===== src/rtl/image_exchange_ctrl.sv =====
// Exchange-port controller for the image memory: streams a full image out over a
// valid/ready source, or loads a full image in from a valid/ready sink via port 1.
module image_exchange_ctrl #(
  parameter int A_W = 5,
  parameter int D_W = 1
) (
  input  logic           CLK,
  input  logic           RST_N,
  input  logic           START_RD,
  input  logic           START_WR,
  output logic           BUSY,
  output logic           DONE,
  output logic [D_W-1:0] OUT_D,
  output logic           OUT_VALID,
  output logic           OUT_LAST,
  input  logic           OUT_READY,
  input  logic [D_W-1:0] IN_D,
  input  logic           IN_VALID,
  output logic           IN_READY,
  output logic [A_W-1:0] A_1,
  output logic [D_W-1:0] DI_1,
  output logic           WE_1,
  input  logic [D_W-1:0] DQ_1
);

  localparam logic [A_W-1:0] LAST_ADDR = {A_W{1'b1}};
  localparam logic [A_W-1:0] ADDR_ONE  = {{(A_W-1){1'b0}}, 1'b1};
  localparam logic [A_W-1:0] ADDR_ZERO = {A_W{1'b0}};

  typedef enum logic [2:0] {
    S_IDLE  = 3'd0,
    S_RD    = 3'd1,
    S_WR    = 3'd2,
    S_DRAIN = 3'd3,
    S_FIN   = 3'd4
  } state_t;

  state_t         state_q, state_d;
  logic [A_W-1:0] cnt_q, cnt_d;
  logic           fetched_q, fetched_d;
  logic [D_W-1:0] out_d_q, out_d_d;
  logic           out_valid_q, out_valid_d;
  logic           out_last_q, out_last_d;
  logic [D_W-1:0] di_q, di_d;
  logic           in_ready_q, in_ready_d;
  logic           busy_q, busy_d;
  logic           done_q, done_d;
  logic           fetch_s;
  logic           wr_xfer_s;
  logic           rd_end_s;

  assign fetch_s   = (state_q == S_RD) && !fetched_q && (!out_valid_q || OUT_READY);
  assign wr_xfer_s = in_ready_q && IN_VALID;
  assign rd_end_s  = out_valid_q && OUT_READY && out_last_q;

  // Next-state and datapath computation for the whole controller
  always_comb begin
    state_d     = state_q;
    cnt_d       = cnt_q;
    fetched_d   = fetched_q;
    out_d_d     = out_d_q;
    out_valid_d = out_valid_q;
    out_last_d  = out_last_q;
    di_d        = di_q;
    case (state_q)
      S_IDLE: begin
        if (START_RD) begin
          state_d   = S_RD;
          cnt_d     = ADDR_ZERO;
          fetched_d = 1'b0;
        end else if (START_WR) begin
          state_d = S_WR;
          cnt_d   = ADDR_ZERO;
        end else begin
          state_d = S_IDLE;
        end
      end
      S_RD: begin
        // The last pixel is fetched only once; the counter wraps but fetched_q stops refetching.
        if (rd_end_s) begin
          state_d     = S_FIN;
          out_valid_d = 1'b0;
          out_last_d  = 1'b0;
        end else if (fetch_s) begin
          out_d_d     = DQ_1;
          out_valid_d = 1'b1;
          out_last_d  = (cnt_q == LAST_ADDR);
          fetched_d   = (cnt_q == LAST_ADDR);
          cnt_d       = cnt_q + ADDR_ONE;
        end else if (out_valid_q && OUT_READY) begin
          out_valid_d = 1'b0;
        end else begin
          out_valid_d = out_valid_q;
        end
      end
      S_WR: begin
        if (wr_xfer_s) begin
          di_d  = IN_D;
          cnt_d = cnt_q + ADDR_ONE;
          if (cnt_q == LAST_ADDR) begin
            state_d = S_DRAIN;
          end else begin
            state_d = S_WR;
          end
        end else begin
          di_d = di_q;
        end
      end
      // One idle cycle lets the memory commit the final registered write.
      S_DRAIN: state_d = S_FIN;
      S_FIN:   state_d = S_IDLE;
      default: state_d = S_IDLE;
    endcase
    in_ready_d = (state_d == S_WR);
    busy_d     = (state_d != S_IDLE);
    done_d     = (state_d == S_FIN);
  end

  // Controller state and registered outputs
  always_ff @(posedge CLK or negedge RST_N) begin
    if (!RST_N) begin
      state_q     <= S_IDLE;
      cnt_q       <= ADDR_ZERO;
      fetched_q   <= 1'b0;
      out_d_q     <= {D_W{1'b0}};
      out_valid_q <= 1'b0;
      out_last_q  <= 1'b0;
      di_q        <= {D_W{1'b0}};
      in_ready_q  <= 1'b0;
      busy_q      <= 1'b0;
      done_q      <= 1'b0;
    end else begin
      state_q     <= state_d;
      cnt_q       <= cnt_d;
      fetched_q   <= fetched_d;
      out_d_q     <= out_d_d;
      out_valid_q <= out_valid_d;
      out_last_q  <= out_last_d;
      di_q        <= di_d;
      in_ready_q  <= in_ready_d;
      busy_q      <= busy_d;
      done_q      <= done_d;
    end
  end

  assign BUSY      = busy_q;
  assign DONE      = done_q;
  assign OUT_D     = out_d_q;
  assign OUT_VALID = out_valid_q;
  assign OUT_LAST  = out_last_q;
  assign IN_READY  = in_ready_q;
  assign A_1       = cnt_q;
  assign DI_1      = di_q;
  // Memory registers WE_1/A_1 itself, so these stay combinational.
  assign WE_1      = wr_xfer_s;

endmodule


===== config.mk =====
export PLATFORM = sky130hd
export DESIGN_NAME = image_exchange_ctrl
export DESIGN_NICKNAME = d
export VERILOG_FILES = /design/src/rtl/image_exchange_ctrl.sv
export SDC_FILE = /design/constraint.sdc
export NUM_CORES = 1
export LEC_CHECK = 0
export ABC_AREA = 1
export CAP_MARGIN = 20
export CORE_MARGIN = 8
export CORE_UTILIZATION = 59
export DETAILED_ROUTE_END_ITERATION = 6
export DONT_BUFFER_PORTS = 1
export GPL_TIMING_DRIVEN = 0
export HOLD_SLACK_MARGIN = 0.06
export PLACE_DENSITY = 0.75
export SYNTH_ARGS = -nofsm -noshare
export SYNTH_HDL_FRONTEND = slang
export SYNTH_SLANG_ARGS = --single-unit

===== constraint.sdc =====
create_clock -name CLK -period 1.78 [get_ports CLK]
set_input_delay 0.089 -clock CLK [delete_from_list [all_inputs] [get_ports CLK]]
set_output_delay 0.089 -clock CLK [all_outputs]
set_load 0.01 [all_outputs]

---- After elaboration in Yosys (flattened, before gate mapping) ----
Cells that the tools add are included.
word-level totals
  output and inout bits ................... 13
  flip-flop bits (word level) ............. 16
operators by class
  mux-type cells .......................... 20
  eq/ne operators ......................... 11
  reductions and logical operators ........ 20
  bitwise gates (word level) .............. 1
  $add $sub $neg .......................... 1
operators with widths
  kind                                                                   count
  5-bit two-way mux                                                      5
  5-bit one-hot mux with 3 select lines                                  1
  3-bit one-hot mux with 4 select lines                                  1
  3-bit by 2-bit equality test with 1-bit output, second input constant  3
  3-bit nonzero test                                                     3
  1-bit two-way mux                                                      8
  2-bit != test, second input constant                                   4
  3-bit two-way mux                                                      2
  2-bit AND reduction                                                    3
  5-bit by 1-bit adder with 5-bit output, second input constant          1
  5-bit equality test, second input constant                             1
  1-bit logical AND                                                      5
  5-bit AND reduction                                                    1
  2-bit two-way mux                                                      2
  4-bit AND reduction                                                    1
  2-bit nonzero test                                                     2
  3-bit by 1-bit equality test with 1-bit output, second input constant  1
  3-bit equality test, second input constant                             1
  3-bit logical NOT                                                      1
  3-bit != test, second input constant                                   1
  3-bit AND reduction                                                    1
  1-bit logical NOT                                                      2
  1-bit one-hot mux with 2 select lines                                  1
  1-bit logical OR                                                       1
  1-bit NOT                                                              1

---- Logic depth before layout (Yosys ltp) ----
Gate-level depths: netlist of run 1.
  depth after elaboration ................. 6
  gate-level depth with buffers ........... 9
  gate-level depth less buffers ........... 9

---- Least setup slack after synthesis of run 1 ----
No wires, ideal clock.
  kind .................................... flip-flop to flip-flop
  start ................................... register cnt_q[0], in the netlist A_1[0]
  end ..................................... register cnt_q[4], in the netlist A_1[4]
  path buffers ............................ 0
  slack ................................... 390 ps
  data arrival time ....................... 1325 ps
  stages on the path, launching flop included .. 8
  library setup time ...................... 65 ps
  data required time ...................... 1715 ps
  period minus slack after synthesis ...... 1390 ps
  cell sequence ........................... dfrtp_1 > ha_1 > nand2_1 > nor2_1 > ha_1 > a21boi_0 > nand3_1 > nand2_1
on the way
  word-level cells in the longest chain between the ends .. 4
  elaborated cells on any way between the ends .. 5
ends and longest elaborated chain
  item                                        RTL line  RTL
  start, declared                             39        logic [A_W-1:0] cnt_q, cnt_d;
  start signal, assigned                      134       cnt_q <= cnt_d;
  5-bit by 1-bit adder with 5-bit output (*)  89, 99
  5-bit two-way mux                           84        end else if (fetch_s) begin
  5-bit two-way mux                           80        if (rd_end_s) begin
  5-bit one-hot mux with 3 select lines (*)   65        case (state_q)
Mark *: on every way between the ends. The rest lies on a longest branch, timed or not. The select of a mux whose other input is x is not followed.
A chain may end at the register's enable or synchronous reset.

---- Worst setup path in the final report of run 1 ----
  start ................................... register cnt_q[0], in the netlist A_1[0]
  end ..................................... register in_ready_q, in the netlist IN_READY
on the way
  word-level cells in the longest chain between the ends .. 5
ends and longest elaborated chain
  item                                            RTL line  RTL
  5-bit equality test                             100       if (cnt_q == LAST_ADDR) begin
  1-bit two-way mux                               100
  3-bit two-way mux                               97        if (wr_xfer_s) begin
  3-bit one-hot mux with 4 select lines           65
  net state_d[0]                                  38        state_t state_q, state_d;
  3-bit by 2-bit equality test with 1-bit output  114       in_ready_d = (state_d == S_WR);
  net in_ready_d                                  45        logic in_ready_q, in_ready_d;
  end signal, assigned                            140       in_ready_q <= in_ready_d;
  end, declared                                   45
The timed path passes the listed nets, and every way through them passes these cells.

==> impl_metrics.yaml, run 1 <==
grt:
  grt_use_met2_pct: 21.3
  grtUsageTotal_pct: 12.5
  overflow: 0
  grt_pass1_wl_mm: 2.77
  grt_max_degree: 17
  antenna_found_initial: 0
  grt_pass1_vias: 669
  use_met1_pct: 14.1
  busiest_layer: "met2"
  use_met3_pct: 4.35
timing:
  grt_setup_unrepaired: "false"
  timing.slew.headroom_pct: 52.0
  setup_tns_ns: 0
  period_needed_ns: 1.57
  worst_slack_ns: 0.207
  hold_viol: 0
  period_share_pct: 88.4
  drv_slew: 0
  tightest_slew_ns: 0.718
  finalSetupViolations: 0
  fin_skew_ns: 0.00752
  fmax_mhz: 636
worst_setup_path:
  crit_type: "flip-flop to flip-flop"
  crit_path_top_delay_cell: "dfrtp_1"
  cp.required_ns: 1.95
  path_max_fanout: 6
  critPathCaptureType: "flip-flop"
  timing.critical_path.buf_inv: 0
  crit_arrival_ns: 1.74
  worst_path_dominant_cell_family: "flip-flops"
  path_cells: "ha_1 -> nand2_1 -> nor2_1 -> ha_1 -> nand4_1 -> nand2_1 -> nor2_1"
  slowest_delay_ns: 0.52
  setup.worst_path.start_class: "flip-flop"
yosys:
  synth_edf_count: 0
  synth_most_common_cell: "nand2_1"
  netlist_area_um2: 878
  ys_types: 20
  yosys_register_bits: 16
  synth_seq_area_share_pct: 45.6
  yosysTopAreaCell: "dfrtp_1"
  synth.top_cell.area_share_pct: 45.6
  ys_warn_count: 0
  avgSynthCellArea_um2: 8.13
  synth_fp_nets: 118
  synthFlopType: "dfrtp_1"
  ys_async_sr_fraction_pct: 100
  synth_cells: 108
  synthTopCellsByCount: "nand2_1 (38), dfrtp_1 (16), inv_1 (13)"
  yosys-top-cells-area: "dfrtp_1 (46%), nand2_1 (16%), inv_1 (5.6%)"
cts:
  cts_sinks: 16
  path_clk_slew_ns: 0.10
  cts_htree_levels: 1
  cts.repair.resized: 0
  cts_tree: "built"
  cts_inserted_buffers: 3
  worstSkewPairLatency_ns: 0.29
  clockRootBuffer: "clkbuf_4"
  clock_path_buffers: 2
routing:
  route.vias.total: 691
  wl_mm: 1.71
  drt-initial-drc-count: 27
  drc: 0
  drt_pass1_iterations: 4
  viasPerCell: 5.23
  antenna_left: 0
  routedWlPerCell_um: 12.9
die:
  row_count: 14
  ios: 21
  die_h_um: 54.6
  start_util_pct: 60.4
  fp.dieW_um: 54.6
  coreArea_um2: 1450
  dieArea_um2: 2980
layout:
  syn_to_final_growth_pct: 11.0
  drive_gt1_share_pct: 15.5
  nets: 127
  n_antenna_cell: 0
pwr:
  power_mw: 1.49
  peakVddDrop_mv: 0.925
  leakage_nw: 0.550
  powerDensity_nw_per_um2: 1530
placement:
  post-dp-hpwl_mm: 1.25
  place_ws_ns: 0.224
  gpl.final_weighted_congestion: 0.748
  port_buffers: 0
run:
  drv_cap: 0
worst_hold_path:
  hold_class: "input port to flip-flop"
run_status:
  status: "finished clean"
## what timing repair did
| action | 4_1_cts | 5_1_grt |
|---|---|---|
| hold endpoints to repair | 19 | 0 |
| setup buffers | 0 | 0 |
| hold buffers | 4 | 0 |
## area by class of cell
type,instances,area [um^2]
clock buffer,4,36.3
timing repair buffer,4,40.0
sequential,16,400
tap,16,20.0
fill,125,479
inverter,18,67.6
multi-input combinational,74,410
## worst paths after layout
kind                       cells past startpoint  slack (ns)       from         end
max reg2reg                                    7        0.21     A_1[0]    IN_READY
max                                            7        0.21     A_1[0]    IN_READY
min in group asynchronous                      1        0.29      RST_N      A_1[4]
min reg2reg                                    2        0.51  fetched_q   fetched_q
min                                            3        0.13   START_RD  state_q[1]
max in group asynchronous                      1        1.03      RST_N       OUT_D
## worst register-to-register path: cells and delay by family, from the launching register on
kind          cells  cell delay, ns
flops             1            0.52
simple gates      5            0.51
fa+ha+maj         2            0.43
## metal layers
metal | wire (um) | up-vias
li1 | - | 355
met1 | 736 | 315
met2 | 842 | 19
met3 | 114 | 2
met4 | 12 | 0
met5 | 0 | -
## through the flow
step	hold slack [ns]	util [%]	cell area (um^2)	instances
global route	0.170	67.0	975	132
detailed placement	-0.206	61.8	898	124
finish	0.132	67.0	975	132
CTS	0.127	67.0	975	132
global placement	-0.206	61.8	898	124
floorplan	-0.207	-	878	108
## cell families (layout without fill, tap and decap cells)
logic type / count (synthesis) / after routing / synth area share [%]
AO/OA/AOI/OAI: 9 / 9 / 7.69
buffers and inverters: 18 / 26 / 7.69
flip-flops: 16 / 16 / 45.6
adder cells (fa/ha/maj): 2 / 2 / 2.85
AND/OR/NAND/NOR: 63 / 63 / 36.2
## cells in the final DEF, fill, tap and decap left out
master	instances
nand2_4	1
dlygate4sd3_1	4
o21bai_1	1
nand2_1	38
nor2_1	6
o21a_2	1
nand4_1	3
nand3_4	1
clkbuf_4	3
ha_1	2
inv_1	13
a21oi_1	2
nor3_4	1
clkbuf_8	1
nand3_1	9
nor2_4	1
nand2_2	2
a21boi_0	2
o21ai_0	2
dfrtp_1	16
nor2_8	1
o21ai_4	1
inv_2	5
## power breakdown
part / internal [mW] / switching (mW) / total [mW]
Combinational: 0.221 / 0.387 / 0.609
Clock: 0.124 / 0.117 / 0.241
Sequential: 0.471 / 0.170 / 0.641
## state kept, by name, indices dropped and copies added, names as in the netlist
register	count
A_1	5
state_q	3
BUSY	1
DI_1	1
DONE	1
IN_READY	1
OUT_D	1
OUT_LAST	1
OUT_VALID	1
fetched_q	1
No activity file was read; power rests on OpenSTA's default activity.
==> run 2, diff against run 1 <==
--- a/config.mk
+++ b/config.mk
@@ -7,7 +7,7 @@
 export LEC_CHECK = 0
 export ABC_AREA = 1
 export CAP_MARGIN = 20
-export CORE_MARGIN = 8
+export CORE_MARGIN = 2
 export CORE_UTILIZATION = 59
 export DETAILED_ROUTE_END_ITERATION = 6
 export DONT_BUFFER_PORTS = 1
==> constraint.sdc (replaced) <==
create_clock -name CLK -period 1.75 [get_ports CLK]
set_input_delay 0.0875 -clock CLK [delete_from_list [all_inputs] [get_ports CLK]]
set_output_delay 0.0875 -clock CLK [all_outputs]
set_load 0.01 [all_outputs]
==> run 2 against run 1 <==
Net effect:
- routed wire length decreased by 7.0%
- die area fell by 39%
- non-clock buffer count unchanged
==> impl_metrics.yaml, run 2 (same netlist as run 1, synthesis figures left out) <==
routing:
  viasPerCell: 5.48
  wl_mm: 1.59
  drt_pass1_iterations: 4
  drc: 0
  drt-initial-drc-count: 26
  route.vias.total: 713
  routedWlPerCell_um: 12.2
  antenna_left: 0
cts:
  ctsHoldBuffers: 4
  cts.repair.resized: 0
  clockRootBuffer: "clkbuf_4"
  cts_inserted_buffers: 3
  path_clk_slew_ns: 0.08
  cts_htree_levels: 1
  clock_path_buffers: 2
  worstSkewPairLatency_ns: 0.28
  cts_setup_buffers: 0
  cts_sinks: 16
  cts_tree: "built"
die:
  ios: 21
  start_util_pct: 65.1
  coreArea_um2: 1350
  dieArea_um2: 1810
  row_count: 13
  die_h_um: 42.6
  fp.dieW_um: 42.6
timing:
  drv_slew: 0
  finalSetupViolations: 0
  period_needed_ns: 1.55
  fin_skew_ns: 0.00121
  period_share_pct: 88.7
  hold_viol: 0
  worst_slack_ns: 0.198
  grt_setup_unrepaired: "false"
  tightest_slew_ns: 0.719
  fmax_mhz: 644
  setup_tns_ns: 0
  timing.slew.headroom_pct: 51.9
placement:
  place_ws_ns: 0.219
  post-dp-hpwl_mm: 1.17
  port_buffers: 0
  gpl.final_weighted_congestion: 0.815
layout:
  nets: 127
  n_antenna_cell: 0
  syn_to_final_growth_pct: 9.26
  mostFrequentLayoutCell: "nand2_1"
  fillers: 110
  largest_register_ffs: 5
  drive_gt1_share_pct: 14.8
  final_cell_mix: "nand2_1 (38), dfrtp_1 (16), inv_1 (13), nand3_1 (9), nor2_1 (6)"
worst_setup_path:
  critPathCaptureType: "flip-flop"
  slowest_delay_ns: 0.48
  setup.worst_path.start_class: "flip-flop"
  crit_type: "flip-flop to flip-flop"
  timing.critical_path.buf_inv: 0
  path_cells: "ha_1 -> nand2_1 -> nor2_1 -> ha_1 -> a21boi_0 -> nand3_1 -> nand2_1"
  crit_path_top_delay_cell: "dfrtp_1"
  path_max_fanout: 6
  cp.required_ns: 1.97
  crit_arrival_ns: 1.78
  worst_path_dominant_cell_family: "adder cells"
worst_hold_path:
  hold_class: "input port to flip-flop"
grt:
  grt_pass1_vias: 653
  grt_pass1_wl_mm: 2.67
  overflow: 0
  grtUsageTotal_pct: 19.9
  antenna_found_initial: 0
  grt_max_degree: 17
run:
  drv_cap: 0
pwr:
  peakVddDrop_mv: 0.873
  leakage_nw: 0.543
  powerDensity_nw_per_um2: 1520
run_status:
  status: "finished clean"
[run 2: changes by cell type in the layout (fill, tap and decap cells not counted), sizes merged]
cell    delta
clkbuf     -1
[run 2: power by group]
| group | switching (mW) | internal (mW) | total (mW) |
|---|---|---|---|
| logic | 0.402 | 0.224 | 0.626 |
| clock network | 0.106 | 0.0798 | 0.186 |
| registers | 0.171 | 0.479 | 0.649 |
| total | 0.678 | 0.783 | 1.46 |
[run 2: path summary, 6_finish.rpt]
check | startpoint | end | slack (ns) | cells past startpoint
setup / recovery | A_1[0] | A_1[4] | 0.20 | 7
hold / removal | START_RD | state_q[1] | 0.12 | 3
setup reg to reg | A_1[0] | A_1[4] | 0.20 | 7
hold reg to reg | fetched_q | fetched_q | 0.49 | 2
max in group asynchronous | RST_N | state_q[0] | 1.00 | 1
min in group asynchronous | RST_N | OUT_VALID | 0.30 | 1
[run 2: layout make-up]
type / instances / area [um^2] / share of cell area, %
multi-input cells: 74 / 410 / 42.8
flip-flops and latches: 16 / 400 / 41.7
inverters: 18 / 67.6 / 7.04
repair buffers: 4 / 40.0 / 4.17
clock buffers: 3 / 22.5 / 2.35
well taps: 15 / 18.8 / 1.96
[run 2: stage by stage]
stage	total power, mW	util (%)	hold WS, ns	instances	area, um^2
2_1_floorplan	1.14	-	-0.208	108	878
3_3_place_gp	1.24	66.5	-0.208	123	897
3_5_place_dp	1.26	66.5	-0.208	123	897
4_1_cts	1.47	71.1	0.0990	130	960
5_1_grt	1.59	71.1	0.142	130	960
6_report	1.46	71.1	0.118	130	960
[run 2: per-layer routing]
layer	global-route usage, %	part of all wire, %	vias up	routed length (um)
li1	-	-	349	-
met2	30.8	48	26	764
met3	4.31	5.1	4	81
met5	0	0	-	0
met1	25.7	45	334	717
met4	11.3	1.5	0	23
[run 2: tightest hold or removal path, cell delays in order]
cell and delay, ns:
nor2_1 0.07, o21ai_0 0.12, inv_1 0.08
==> run 3, diff against run 2 <==
--- a/config.mk
+++ b/config.mk
@@ -7,13 +7,14 @@
 export LEC_CHECK = 0
 export ABC_AREA = 1
 export CAP_MARGIN = 20
-export CORE_MARGIN = 2
+export CORE_MARGIN = 1
 export CORE_UTILIZATION = 59
 export DETAILED_ROUTE_END_ITERATION = 6
 export DONT_BUFFER_PORTS = 1
 export GPL_TIMING_DRIVEN = 0
 export HOLD_SLACK_MARGIN = 0.06
-export PLACE_DENSITY = 0.75
+export PLACE_DENSITY = 0.76
+export SKIP_CTS_REPAIR_TIMING = 1
 export SYNTH_ARGS = -nofsm -noshare
 export SYNTH_HDL_FRONTEND = slang
 export SYNTH_SLANG_ARGS = --single-unit
==> run 3 against run 2 <==
Net effect:
- routed wire length is 4.9% lower
- design area is 1.0% lower
- hold slack worse by 0.096 ns
- global-route usage is 2.4 points higher
- setup slack better by 0.011 ns
- flip-flop and latch count stayed put
==> impl_metrics.yaml, run 3 (same netlist as run 1, synthesis figures left out) <==
run_status:
  status: "finished clean"
routing:
  drt-initial-drc-count: 16
  wl_mm: 1.51
  drc: 0
  route.vias.total: 692
  viasPerCell: 5.36
  drt_pass1_iterations: 4
  antenna_left: 0
  routedWlPerCell_um: 11.7
timing:
  grt_setup_unrepaired: "false"
  hold_viol: 0
  fin_skew_ns: 0.000624
  period_share_pct: 88.1
  fmax_mhz: 649
  finalSetupViolations: 0
  drv_slew: 0
  tightest_slew_ns: 0.705
  timing.slew.headroom_pct: 52.8
  setup_tns_ns: 0
  period_needed_ns: 1.54
pwr:
  peakVddDrop_mv: 0.926
  leakage_nw: 0.538
  powerDensity_nw_per_um2: 1530
  power_mw: 1.45
cts:
  worstSkewPairLatency_ns: 0.28
  cts_sinks: 16
  clockRootBuffer: "clkbuf_4"
  cts_inserted_buffers: 3
  path_clk_slew_ns: 0.09
  cts_tree: "built"
  clock_path_buffers: 2
  cts_htree_levels: 1
layout:
  nets: 126
  final_cell_mix: "nand2_1 (38), dfrtp_1 (16), inv_1 (13), nand3_1 (9), nor2_1 (6)"
  syn_to_final_growth_pct: 8.12
  drive_gt1_share_pct: 14.9
  largest_register_ffs: 5
  n_antenna_cell: 0
  mostFrequentLayoutCell: "nand2_1"
  stdcell_area_um2: 950
grt:
  grt_pass1_vias: 585
  grt_pass1_wl_mm: 2.34
  antenna_found_initial: 0
  use_met1_pct: 29.3
  busiest_layer: "met2"
  grt_max_degree: 17
  overflow: 0
  use_met3_pct: 3.33
  grt_use_met2_pct: 34.9
  grtUsageTotal_pct: 22.4
worst_hold_path:
  hold_class: "input port to flip-flop"
placement:
  placed_cell_area_um2: 897
  gpl.final_weighted_congestion: 0.787
  post-dp-hpwl_mm: 1.12
  port_buffers: 0
die:
  row_count: 13
  coreArea_um2: 1350
  die_h_um: 40.6
  dieArea_um2: 1650
  ios: 21
  start_util_pct: 65.1
  fp.dieW_um: 40.6
worst_setup_path:
  cp.required_ns: 1.92
  path_max_fanout: 6
  crit_type: "flip-flop to flip-flop"
  setup.worst_path.start_class: "flip-flop"
  crit_arrival_ns: 1.71
  critPathCaptureType: "flip-flop"
run:
  drv_cap: 0
run 3: changes by cell type in the layout (fill, tap and decap cells not counted), sizes merged:
cell	change
dlygate4sd3	-1
run 3: layout make-up:
class                   count  area, um^2
well taps                  15        18.8
flip-flops and latches     16         400
clock buffers               3        22.5
repair buffers              3        30.0
fillers                   119         400
multi-input cells          74         410
inverters                  18        67.6
run 3: report_power, final:
part	internal, mW	total [mW]	switching, mW	leakage, nW
Combinational	0.223	0.620	0.397	0.315
Sequential	0.479	0.644	0.166	0.210
Clock	0.0799	0.190	0.110	0.0138
run 3: metrics by stage:
stage	setup WS (ns)	hold WS (ns)	utilization [%]	instances
2_1_floorplan	0.360	-0.208	-	108
3_3_place_gp	0.259	-0.208	66.5	123
3_5_place_dp	0.232	-0.208	66.5	123
4_1_cts	0.213	-0.520	68.1	126
5_1_grt	0.0823	0.0709	70.3	129
6_report	0.209	0.0215	70.3	129
run 3: worst max-delay path, cell delays in order, from the launching register on:
cell,delay [ns]
dfrtp_1,0.50
ha_1,0.23
nand2_1,0.07
nor2_1,0.13
ha_1,0.20
nand4_1,0.13
nand2_1,0.12
nor2_1,0.05
run 3: path summary, 6_finish.rpt:
path,to,start,slack [ns],cells after the start
setup / recovery,IN_READY,A_1[0],0.21,7
hold / removal,fetched_q,START_RD,0.02,3
setup reg to reg,IN_READY,A_1[0],0.21,7
hold reg to reg,fetched_q,fetched_q,0.50,2
max in group asynchronous,state_q[2],RST_N,1.02,1
min in group asynchronous,OUT_LAST,RST_N,0.29,1
run 3: layer usage:
| metal | wire (um) | part of all wire, % |
|---|---|---|
| met1 | 707 | 47 |
| met2 | 697 | 46 |
| met3 | 63 | 4.2 |
| met4 | 40 | 2.7 |
| met5 | 0 | 0 |
